File: src/rtl/rs_issue_scheduler_if.sv
// Dispatch, writeback-broadcast and issue signals of the reservation-station scheduler,
// plus the package holding the dispatch packet type shared by both sides.
package rs_issue_scheduler_pkg;
    localparam int PREG_W = 6;

    typedef struct packed {
        logic [7:0]        opcode;
        logic [5:0]        rob_idx;
        logic [PREG_W-1:0] dst_preg;
        logic [PREG_W-1:0] src1_preg;
        logic [PREG_W-1:0] src2_preg;
    } disp_packet_t;
endpackage

interface rs_issue_scheduler_if #(
    parameter int RS_ENTRIES = 4,
    parameter int NUM_FUS    = 4,
    parameter int NUM_PREGS  = 64
);
    localparam int PW = $clog2(NUM_PREGS);
    localparam int IW = $clog2(RS_ENTRIES);
    localparam int CW = $clog2(RS_ENTRIES + 1);

    logic                                flush;
    logic                                disp_valid;
    logic                                disp_ready;
    rs_issue_scheduler_pkg::disp_packet_t disp_pkt;
    logic                                disp_s1_rdy;
    logic                                disp_s2_rdy;
    logic [NUM_FUS-1:0]                  wb_valid;
    logic [NUM_FUS*PW-1:0]               wb_preg;
    logic                                iss_valid;
    logic                                iss_ready;
    rs_issue_scheduler_pkg::disp_packet_t iss_pkt;
    logic [IW-1:0]                       iss_idx;
    logic [CW-1:0]                       rs_count;

    // The master is the dispatch/writeback/issue environment; the slave is the scheduler.
    modport master (
        output flush, disp_valid, disp_pkt, disp_s1_rdy, disp_s2_rdy,
        output wb_valid, wb_preg, iss_ready,
        input  disp_ready, iss_valid, iss_pkt, iss_idx, rs_count
    );

    modport slave (
        input  flush, disp_valid, disp_pkt, disp_s1_rdy, disp_s2_rdy,
        input  wb_valid, wb_preg, iss_ready,
        output disp_ready, iss_valid, iss_pkt, iss_idx, rs_count
    );
endinterface

File: src/rtl/rs_issue_scheduler.sv
// Reservation-station scheduler: tag wakeup from FU broadcasts, one issue per cycle.
// Define RS_AGE_SELECT_EN for oldest-first select via an age matrix; default is lowest index.
module rs_issue_scheduler
    import rs_issue_scheduler_pkg::*;
#(
    parameter int RS_ENTRIES = 4,
    parameter int NUM_FUS    = 4,
    parameter int NUM_PREGS  = 64
) (
    input logic                 clk,
    input logic                 rst,
    rs_issue_scheduler_if.slave bus
);
    localparam int PW = $clog2(NUM_PREGS);
    localparam int IW = $clog2(RS_ENTRIES);
    localparam int CW = $clog2(RS_ENTRIES + 1);
    localparam logic [CW-1:0] FULL = CW'(RS_ENTRIES);

    logic [RS_ENTRIES-1:0] valid;
    logic [RS_ENTRIES-1:0] s1_rdy;
    logic [RS_ENTRIES-1:0] s2_rdy;
    disp_packet_t          pkt [RS_ENTRIES];
    logic [CW-1:0]         count;

    logic [NUM_FUS-1:0]    wb_v;
    logic [NUM_FUS*PW-1:0] wb_p;
    logic [RS_ENTRIES-1:0] wake1;
    logic [RS_ENTRIES-1:0] wake2;
    logic [RS_ENTRIES-1:0] cand;
    logic [IW-1:0]         free_idx;
    logic [IW-1:0]         sel_idx;
    logic                  disp_fire;
    logic                  iss_fire;
    logic                  new_s1;
    logic                  new_s2;

    function automatic logic tag_hit(input logic [PW-1:0]         tag,
                                     input logic [NUM_FUS-1:0]    wv,
                                     input logic [NUM_FUS*PW-1:0] wp);
        logic hit;
        hit = 1'b0;
        for (int i = 0; i < NUM_FUS; i++) begin
            hit |= wv[i] && (wp[i*PW +: PW] == tag);
        end
        return hit;
    endfunction

    assign wb_v = bus.wb_valid;
    assign wb_p = bus.wb_preg;

    always_comb begin
        for (int e = 0; e < RS_ENTRIES; e++) begin
            wake1[e] = tag_hit(pkt[e].src1_preg, wb_v, wb_p);
            wake2[e] = tag_hit(pkt[e].src2_preg, wb_v, wb_p);
            cand[e]  = valid[e] && s1_rdy[e] && s2_rdy[e];
        end
    end

    // Free slot comes from registered valid bits, so a slot issued this cycle is not reused yet.
    always_comb begin
        free_idx = '0;
        for (int e = RS_ENTRIES - 1; e >= 0; e--) begin
            if (!valid[e]) free_idx = IW'(e);
        end
    end

    assign new_s1 = bus.disp_s1_rdy || (bus.disp_pkt.src1_preg == '0) ||
                    tag_hit(bus.disp_pkt.src1_preg, wb_v, wb_p);
    assign new_s2 = bus.disp_s2_rdy || (bus.disp_pkt.src2_preg == '0) ||
                    tag_hit(bus.disp_pkt.src2_preg, wb_v, wb_p);

`ifdef RS_AGE_SELECT_EN
    // age[i][j] set means entry i was dispatched before entry j.
    logic [RS_ENTRIES-1:0] age      [RS_ENTRIES];
    logic [RS_ENTRIES-1:0] age_next [RS_ENTRIES];
    logic                  blocked;

    always_comb begin
        sel_idx = '0;
        blocked = 1'b0;
        for (int e = RS_ENTRIES - 1; e >= 0; e--) begin
            blocked = 1'b0;
            for (int j = 0; j < RS_ENTRIES; j++) begin
                if (cand[j] && age[j][e]) blocked = 1'b1;
            end
            if (cand[e] && !blocked) sel_idx = IW'(e);
        end
    end

    always_comb begin
        for (int i = 0; i < RS_ENTRIES; i++) age_next[i] = age[i];
        if (iss_fire) begin
            for (int i = 0; i < RS_ENTRIES; i++) age_next[i][sel_idx] = 1'b0;
            age_next[sel_idx] = '0;
        end
        if (disp_fire) begin
            for (int i = 0; i < RS_ENTRIES; i++) begin
                age_next[i][free_idx] = valid[i] && !(iss_fire && (sel_idx == IW'(i)));
            end
            age_next[free_idx] = '0;
        end
    end

    always_ff @(posedge clk or posedge rst) begin
        if (rst) begin
            for (int i = 0; i < RS_ENTRIES; i++) age[i] <= '0;
        end else if (bus.flush) begin
            for (int i = 0; i < RS_ENTRIES; i++) age[i] <= '0;
        end else begin
            for (int i = 0; i < RS_ENTRIES; i++) age[i] <= age_next[i];
        end
    end
`else
    always_comb begin
        sel_idx = '0;
        for (int e = RS_ENTRIES - 1; e >= 0; e--) begin
            if (cand[e]) sel_idx = IW'(e);
        end
    end
`endif

    assign disp_fire      = bus.disp_valid && bus.disp_ready;
    assign iss_fire       = bus.iss_valid && bus.iss_ready;
    assign bus.disp_ready = (count < FULL);
    assign bus.iss_valid  = |cand;
    assign bus.iss_idx    = sel_idx;
    assign bus.iss_pkt    = bus.iss_valid ? pkt[sel_idx] : '0;
    assign bus.rs_count   = count;

    // Flush wins over dispatch and issue; the issue handshake still happens on the bus.
    always_ff @(posedge clk or posedge rst) begin
        if (rst) begin
            valid  <= '0;
            s1_rdy <= '0;
            s2_rdy <= '0;
            count  <= '0;
            for (int e = 0; e < RS_ENTRIES; e++) pkt[e] <= '0;
        end else if (bus.flush) begin
            valid  <= '0;
            s1_rdy <= '0;
            s2_rdy <= '0;
            count  <= '0;
        end else begin
            for (int e = 0; e < RS_ENTRIES; e++) begin
                if (valid[e]) begin
                    s1_rdy[e] <= s1_rdy[e] | wake1[e];
                    s2_rdy[e] <= s2_rdy[e] | wake2[e];
                end
            end
            if (iss_fire) begin
                valid[sel_idx]  <= 1'b0;
                s1_rdy[sel_idx] <= 1'b0;
                s2_rdy[sel_idx] <= 1'b0;
            end
            if (disp_fire) begin
                valid[free_idx]  <= 1'b1;
                pkt[free_idx]    <= bus.disp_pkt;
                s1_rdy[free_idx] <= new_s1;
                s2_rdy[free_idx] <= new_s2;
            end
            count <= count + CW'(disp_fire) - CW'(iss_fire);
        end
    end
endmodule

File: src/flat_wrapper.sv
// flat-port wrapper written by rule: the top's interface ports become plain ports
module rs_issue_scheduler_flat import rs_issue_scheduler_pkg::*;
#(
    parameter int RS_ENTRIES = 4,
    parameter int NUM_FUS    = 4,
    parameter int NUM_PREGS  = 64
)
  (clk, rst, bus_flush, bus_disp_valid, bus_disp_pkt, bus_disp_s1_rdy, bus_disp_s2_rdy, bus_wb_valid, bus_wb_preg, bus_iss_ready, bus_disp_ready, bus_iss_valid, bus_iss_pkt, bus_iss_idx, bus_rs_count);
  rs_issue_scheduler_if #(.RS_ENTRIES(RS_ENTRIES), .NUM_FUS(NUM_FUS), .NUM_PREGS(NUM_PREGS)) bus_i ();
  input logic clk;
  input logic rst;
  input wire logic [$bits(bus_i.flush)-1:0] bus_flush;
  input wire logic [$bits(bus_i.disp_valid)-1:0] bus_disp_valid;
  input wire logic [$bits(bus_i.disp_pkt)-1:0] bus_disp_pkt;
  input wire logic [$bits(bus_i.disp_s1_rdy)-1:0] bus_disp_s1_rdy;
  input wire logic [$bits(bus_i.disp_s2_rdy)-1:0] bus_disp_s2_rdy;
  input wire logic [$bits(bus_i.wb_valid)-1:0] bus_wb_valid;
  input wire logic [$bits(bus_i.wb_preg)-1:0] bus_wb_preg;
  input wire logic [$bits(bus_i.iss_ready)-1:0] bus_iss_ready;
  output wire logic [$bits(bus_i.disp_ready)-1:0] bus_disp_ready;
  output wire logic [$bits(bus_i.iss_valid)-1:0] bus_iss_valid;
  output wire logic [$bits(bus_i.iss_pkt)-1:0] bus_iss_pkt;
  output wire logic [$bits(bus_i.iss_idx)-1:0] bus_iss_idx;
  output wire logic [$bits(bus_i.rs_count)-1:0] bus_rs_count;
  assign bus_i.flush = bus_flush;
  assign bus_i.disp_valid = bus_disp_valid;
  assign bus_i.disp_pkt = bus_disp_pkt;
  assign bus_i.disp_s1_rdy = bus_disp_s1_rdy;
  assign bus_i.disp_s2_rdy = bus_disp_s2_rdy;
  assign bus_i.wb_valid = bus_wb_valid;
  assign bus_i.wb_preg = bus_wb_preg;
  assign bus_i.iss_ready = bus_iss_ready;
  assign bus_disp_ready = bus_i.disp_ready;
  assign bus_iss_valid = bus_i.iss_valid;
  assign bus_iss_pkt = bus_i.iss_pkt;
  assign bus_iss_idx = bus_i.iss_idx;
  assign bus_rs_count = bus_i.rs_count;
  rs_issue_scheduler #(.RS_ENTRIES(RS_ENTRIES), .NUM_FUS(NUM_FUS), .NUM_PREGS(NUM_PREGS)) u_core (.clk(clk), .rst(rst), .bus(bus_i));
endmodule
File: config.mk
export PLATFORM = sky130hd
export DESIGN_NAME = rs_issue_scheduler_flat
export DESIGN_NICKNAME = d
export VERILOG_FILES = /design/src/rtl/rs_issue_scheduler_if.sv /design/src/rtl/rs_issue_scheduler.sv /design/src/flat_wrapper.sv
export SDC_FILE = /design/constraint.sdc
export NUM_CORES = 1
export LEC_CHECK = 0
export CAP_MARGIN = 20
export CORE_MARGIN = 2
export CORE_UTILIZATION = 52
export DETAILED_ROUTE_END_ITERATION = 12
export PLACE_DENSITY = 0.77
export SYNTH_ARGS = -nofsm -noshare
export SYNTH_HDL_FRONTEND = slang
export SYNTH_SLANG_ARGS = --single-unit
File: constraint.sdc
create_clock -name clk -period 4.21 [get_ports clk]
set_input_delay 0.421 -clock clk [delete_from_list [all_inputs] [get_ports clk]]
set_output_delay 0.421 -clock clk [all_outputs]
set_load 0.05 [all_outputs]
* Yosys cells after proc, flatten, opt, wreduce, memory -nomap -nowiden
Index checks and enable logic that the tools add are counted.
** Cells by class
- $add $sub $neg :: 2
- $lt $le $gt $ge :: 8
- Equal/unequal tests :: 40
- Muxes and demuxes :: 50
- Bitwise operators :: 46
- Reductions and logical operators :: 61
** Operators with widths (number)
- equality test 6 bit :: 40
- bitwise mux 128 bit :: 1
- 2-to-1 mux 32 bit :: 4
- binary-select mux 32 bit (select 2 bit) :: 1
- demux 32 bit (select 2 bit) :: 1
- logical AND 1 bit :: 53
- 2-to-1 mux 4 bit :: 12
- OR 1 bit :: 38
- 2-to-1 mux 1 bit :: 18
- 2-to-1 mux 2 bit :: 8
- AND 4 bit :: 3
- zero test 6 bit :: 2
- bitwise mux 4 bit :: 2
- >= comparator 3 bit (second input constant) :: 2
- less-than comparator 2 x 3 -> 1 bit (second input constant) :: 2
- NOT 2 -> 3 bit :: 2
- demux 1 bit (select 2 bit) :: 2
- >= comparator 2 x 1 -> 1 bit (second input constant) :: 2
- logical OR 1 bit :: 4
- NOT 4 bit :: 1
- OR 4 bit :: 1
- OR reduction 4 bit :: 1
- adder 3 x 1 -> 3 bit :: 1
- less-than comparator 3 x 1 -> 1 bit (second input constant) :: 1
- 5 further kinds :: 5
** Word-level totals
- Register bits :: 143
- Input port bits :: 67
- Output and inout port bits :: 39
- Logic and storage cells :: 231

* Longest topological paths before layout
- Word-level depth :: 17
- Depth in mapped cells :: 13
- Mapped depth without buffers :: 12

* Worst setup path after synthesis
Ideal clock, no wire load.
- Path type :: reg-to-reg
- From :: register u_core.valid[1]
- To :: register u_core.count[2] (netlist: u_core.bus.rs_count[2])
- Library setup time :: 0.132 ns
- Arrival :: 2.684 ns
- Path slack :: 1.394 ns
- Cell stages (with the launch flop) :: 14
- Path buffers :: 1
- Period minus slack after synthesis :: 2.816 ns
- Cells stage by stage :: dfrtp_1 > buf_2 > nand3_1 > and2_0 > nand2_1 > and2_1 > ha_1 > inv_1 > ha_1 > inv_1 > fa_1 > xnor2_1 > xnor2_1 > nor2_1
** On the way
- Cells in the longest elaborated chain, start to end :: 6
** Ends and longest elaborated chain
- start, declared :: line rs_issue_scheduler.sv:19 : logic [RS_ENTRIES-1:0] valid;
- start signal, assigned :: line rs_issue_scheduler.sv:133 : valid <= '0;
- start signal, assigned :: line rs_issue_scheduler.sv:139 : valid <= '0;
- start signal, assigned by index :: line rs_issue_scheduler.sv:151 : valid[sel_idx] <= 1'b0;
- logical AND 1 bit (2 in series) :: line rs_issue_scheduler.sv:55 : cand[e] = valid[e] && s1_rdy[e] && s2_rdy[e];
- OR reduction 4 bit :: line rs_issue_scheduler.sv:125 : assign bus.iss_valid = |cand;
- named net bus_iss_valid :: line flat_wrapper.sv:21 : output wire logic [$bits(bus_i.iss_valid)-1:0] bus_iss_valid;
- logical AND 1 bit :: line rs_issue_scheduler.sv:123 : assign iss_fire = bus.iss_valid && bus.iss_ready;
- subtractor 3 x 1 -> 3 bit :: line rs_issue_scheduler.sv:161 : count <= count + CW'(disp_fire) - CW'(iss_fire);
- 2-to-1 mux 3 bit :: line rs_issue_scheduler.sv:138 : end else if (bus.flush) begin
- end signal, assigned :: line rs_issue_scheduler.sv:161
- end, declared :: line rs_issue_scheduler.sv:23 : logic [CW-1:0] count;
The timed path passes the listed nets, and every way through them passes these cells.
A chain may end at the register's enable or synchronous reset.

* Worst setup path in the final report
- From :: register u_core.valid[3]
- To :: output bus_iss_pkt[31]
** On the way
- Cells in the longest elaborated chain, start to end :: 11
- Elaborated cells on any way between the ends :: 12
- Those cells by class :: mux (8); bitwise (1); reduce/logical (3)
** Ends and longest elaborated chain
- logical AND 1 bit (*) (2 in series) :: line rs_issue_scheduler.sv:55
- 2-to-1 mux 2 bit (4 in series) :: line rs_issue_scheduler.sv:117 : if (cand[e]) sel_idx = IW'(e);
- NOT 2 -> 3 bit (not written as such) :: line rs_issue_scheduler.sv:127 : assign bus.iss_pkt = bus.iss_valid ? pkt[sel_idx] : '0;
- binary-select mux 32 bit (select 2 bit) :: line rs_issue_scheduler.sv:127
- 2-to-1 mux 32 bit (not written as such) (2 in series) :: line rs_issue_scheduler.sv:127
- 2-to-1 mux 32 bit (*) :: line rs_issue_scheduler.sv:127
- end, declared :: line flat_wrapper.sv:22 : output wire logic [$bits(bus_i.iss_pkt)-1:0] bus_iss_pkt;
Every way passes the cells marked *; elsewhere a longest branch is shown, timed or not. The select of a mux whose other input is x is not followed.

==> impl_metrics.py <==
metrics = {
    "power_and_ir_drop": {
        "combPwrFrac_pct": 30.7,
        "p_int_mw": 3.668,
        "p_per_area_mw_per_mm2": 496.0,
        "sequentialPowerShare_pct": 43.3,
        "ir_worst_vdd_mv": 0.4353,
        "leakage_nw": 4.967,
        "finalPower_mw": 5.560,
        "switching_share_pct": 34.02,
        "switching_power_mw": 1.891,
        "power.share.clock_pct": 26.0,
    },
    "place": {
        "dp_cells": 1137,
        "dpl.hpwl_um": 17540,
        "dp_slack_ns": 0.8744,
        "port_buffers": 105,
        "dpl_cell_area_mm2": 0.01064,
        "place_congestion": 0.9203,
    },
    "drt": {
        "drt_iter0_markers": 569,
        "viasPerCell": 6.101,
        "drtPass1Iterations": 5,
        "wl_per_cell_um": 22.89,
        "drt-total-wl_um": 26760,
        "drc": 0,
        "via_count": 7132,
        "ant_nets": 0,
    },
    "sta": {
        "max_freq_ghz": 0.2605,
        "period_minus_slack_ns": 3.838,
        "final.setup.tns_ns": 0,
        "tightest_slew_ns": 0.9196,
        "setup_viol": 0,
        "fin_ws_ns": 0.3719,
        "finalHoldViolCount": 0,
        "rsz0062_at_grt": "false",
        "timing.slew.headroom_pct": 38.23,
        "slew_viol_final": 0,
        "finalClockSkew_ns": 0.006676,
        "finalCritPeriodShare_pct": 91.17,
        "whs_ns": 0.4878,
    },
    "cells_and_area": {
        "antenna_cells": 0,
        "final_layout_size_suffix_gt1_share_pct": 18.72,
        "final_area_mm2": 0.01121,
        "layout_common_cells": "143 x dfrtp_1, 122 x xnor2_1, 120 x xor2_1",
        "n_fill_cell": 1524,
        "nNetsFinal": 992,
        "final_common_cell": "dfrtp_1",
        "syn_to_final_growth_pct": 13.95,
        "fin_util_pct": 60.12,
        "finalNonFillerCells": 1169,
    },
    "yosys": {
        "ys_async_sr_fraction_pct": 100.0,
        "synth-edff-count": 0,
        "syn_nets": 970,
        "synth_cell_type_count": 43,
        "ys.flop_type": "dfrtp_1",
        "postSynthAreaPerCell_um2": 10.93,
        "synth_cells": 900,
        "synth_seq_area_share_pct": 36.38,
        "ys_ff_latch": 143,
        "synth.cell_area_mm2": 0.009836,
        "synth_warnings": 0,
    },
    "run": {
        "cap_violations": 0,
    },
    "grt": {
        "track_usage_pct": 27.26,
        "top_usage_layer": "met2",
        "grt_max_degree": 144,
        "use_met2_pct": 43.00,
        "met3_usage_pct": 5.434,
        "antenna_found_initial": 0,
        "grt.overflow.total": 0,
        "grtUsageMet1_pct": 37.97,
        "grt_pass1_vias": 7275,
        "grt_first_pass_wirelength_um": 42080,
    },
    "setup_path": {
        "path_buf_inv": 2,
        "r2r_setup_slack_ns": 1.03,
        "crit_path_cell_trace": "nand3_1 -> nand2b_1 -> nand2_1 -> nand2_2 -> buf_4 -> mux2i_1 -> o21ai_0 -> clkdlybuf4s50_1",
        "critPathLaunchType": "flip-flop",
        "slowest_stage": "clkdlybuf4s50_1",
        "cp.arrival_ns": 3.42,
        "required_ns": 3.79,
        "reg2reg_to": "u_core.bus.rs_count[2]$_DFF_PP0_",
        "critical_path.top_delay_family": "buffers and inverters",
        "r2r-start": "u_core.valid[1]$_DFF_PP0_",
        "ff2ff_path_depth": 12,
        "critical-path-max-stage-delay_ns": 0.84,
        "critPathCaptureType": "output pin",
        "path_class": "flip-flop to output pin",
        "crit_fanout": 22,
    },
    "clock_tree": {
        "cts.sinks": 143,
        "clock_latency_ns": 0.43,
        "clk_pin_slew_ns": 0.06,
        "post_cts_buffers": 0,
        "ctsHoldBuffers": 0,
        "cts_buffers": 17,
        "cts.repair.resized": 0,
        "ctsHtreeMaxLevel": 4,
        "cts-root-buf": "clkbuf_16",
        "tritoncts": "yes",
        "clock_path_buffers": 2,
    },
    "floorplanning": {
        "dieHeight_um": 141.5,
        "die_area_mm2": 0.02003,
        "die_width_um": 141.5,
        "start_util_pct": 52.76,
        "core_area_mm2": 0.01864,
        "num_rows": 50,
        "ios": 106,
    },
    "status": {
        "outcome": "completed",
    },
    "hold_path": {
        "hp-start": "u_core.pkt[15]$_DFFE_PP0P_",
        "timing.hold.worst_path_depth": 1,
        "min_path_type": "flip-flop to flip-flop",
        "min_to": "u_core.pkt[15]$_DFFE_PP0P_",
    },
}
## flip-flops by register name (all words and copies together) (netlist names)
register and cells:
u_core.valid 4, u_core.s1_rdy 4, u_core.pkt 128, u_core.bus.rs_count 3, u_core.s2_rdy 4
## cells by family (layout without fill, tap and decap cells)
logic type                 Yosys count  count (layout)  synth area share, %
AOI/OAI and AO/OA                   93              93                5.954
xor gates and xnor gates           242             242                21.55
adders and majority gates            3               3               0.4579
buffers and inverters              125             160                7.366
DFF                                143             143                36.38
muxes                              160             160                20.05
and+or+nand+nor                    134             134                8.243
## worst register-to-register path: cells and delay by family, from the launching register on
family                     cells  cell delay [ns]
xor gates and xnor gates       2             0.34
DFF                            1             0.48
buffers and inverters          2             0.10
adders and majority gates      3             0.79
and+or+nand+nor                5             1.32
## metal layers
metal	up-vias	part of all wire, %
met2	341	46
met1	3583	44
met4	0	2.0
met5	-	0
li1	3157	-
met3	51	8.3
## power groups by stage
stage / combinational, mW / sequential, mW / clock [mW]
2_1_floorplan: 1.77 / 1.99 / 0
5_1_grt: 1.85 / 2.45 / 1.53
6_report: 1.70 / 2.41 / 1.45
4_1_cts: 1.71 / 2.39 / 1.47
3_5_place_dp: 1.70 / 2.40 / 0
3_3_place_gp: 1.63 / 2.40 / 0
## final cells by class
class | instances | area, µm² | area share [%]
timing repair buffer | 121 | 1196 | 10.67
tap | 234 | 292.8 | 2.612
sequential | 143 | 3578 | 31.93
multi-input combinational | 632 | 5547 | 49.49
clock buffer | 19 | 452.9 | 4.041
inverter | 7 | 30.03 | 0.2679
clock inverter | 13 | 111.4 | 0.9935
## cells in the mapped netlist, types with 2 or more instances
cell / instances / area share (%)
clkbuf_2: 7 / 0.36
o41a_1: 4 / 0.46
ha_1: 2 / 0.25
mux2i_1: 32 / 3.3
a21oi_1: 10 / 0.51
mux2_4: 56 / 8.5
nand3_1: 5 / 0.25
buf_4: 27 / 2.1
dfrtp_1: 143 / 36
nand2_1: 9 / 0.34
nor2b_1: 2 / 0.13
clkbuf_1: 16 / 0.61
buf_2: 56 / 2.8
or4_1: 4 / 0.31
inv_1: 7 / 0.27
nand2b_1: 3 / 0.19
nor3_1: 4 / 0.20
nor3b_1: 2 / 0.15
nand2_2: 2 / 0.13
xor2_1: 120 / 11
and2_1: 2 / 0.13
o22ai_1: 4 / 0.25
buf_6: 10 / 1.1
nand4_1: 40 / 2.5
mux2_1: 12 / 1.4
a22oi_1: 32 / 2.4
o21ai_1: 20 / 1.0
nor4_1: 42 / 2.7
xnor2_1: 122 / 11
buf_1: 2 / 0.076
mux2_2: 60 / 6.9
o21ai_0: 20 / 1.0
nor2_1: 12 / 0.46
o41ai_1: 2 / 0.18
## worst max path at each step
stage                              start  slack, ns                               end  depth (start not counted)
2_1_floorplan  u_core.valid[1]$_DFF_PP0_       1.39  u_core.bus.rs_count[2]$_DFF_PP0_                         13
3_3_place_gp   u_core.valid[3]$_DFF_PP0_       0.92                   bus_iss_pkt[31]                          8
3_5_place_dp   u_core.valid[3]$_DFF_PP0_       0.87                   bus_iss_pkt[31]                          8
4_1_cts        u_core.valid[3]$_DFF_PP0_       0.37                   bus_iss_pkt[31]                          8
5_1_grt        u_core.valid[3]$_DFF_PP0_       0.22                   bus_iss_pkt[31]                          8
6_report       u_core.valid[3]$_DFF_PP0_       0.37                   bus_iss_pkt[31]                          8
Power figures use the tool's default switching activity.
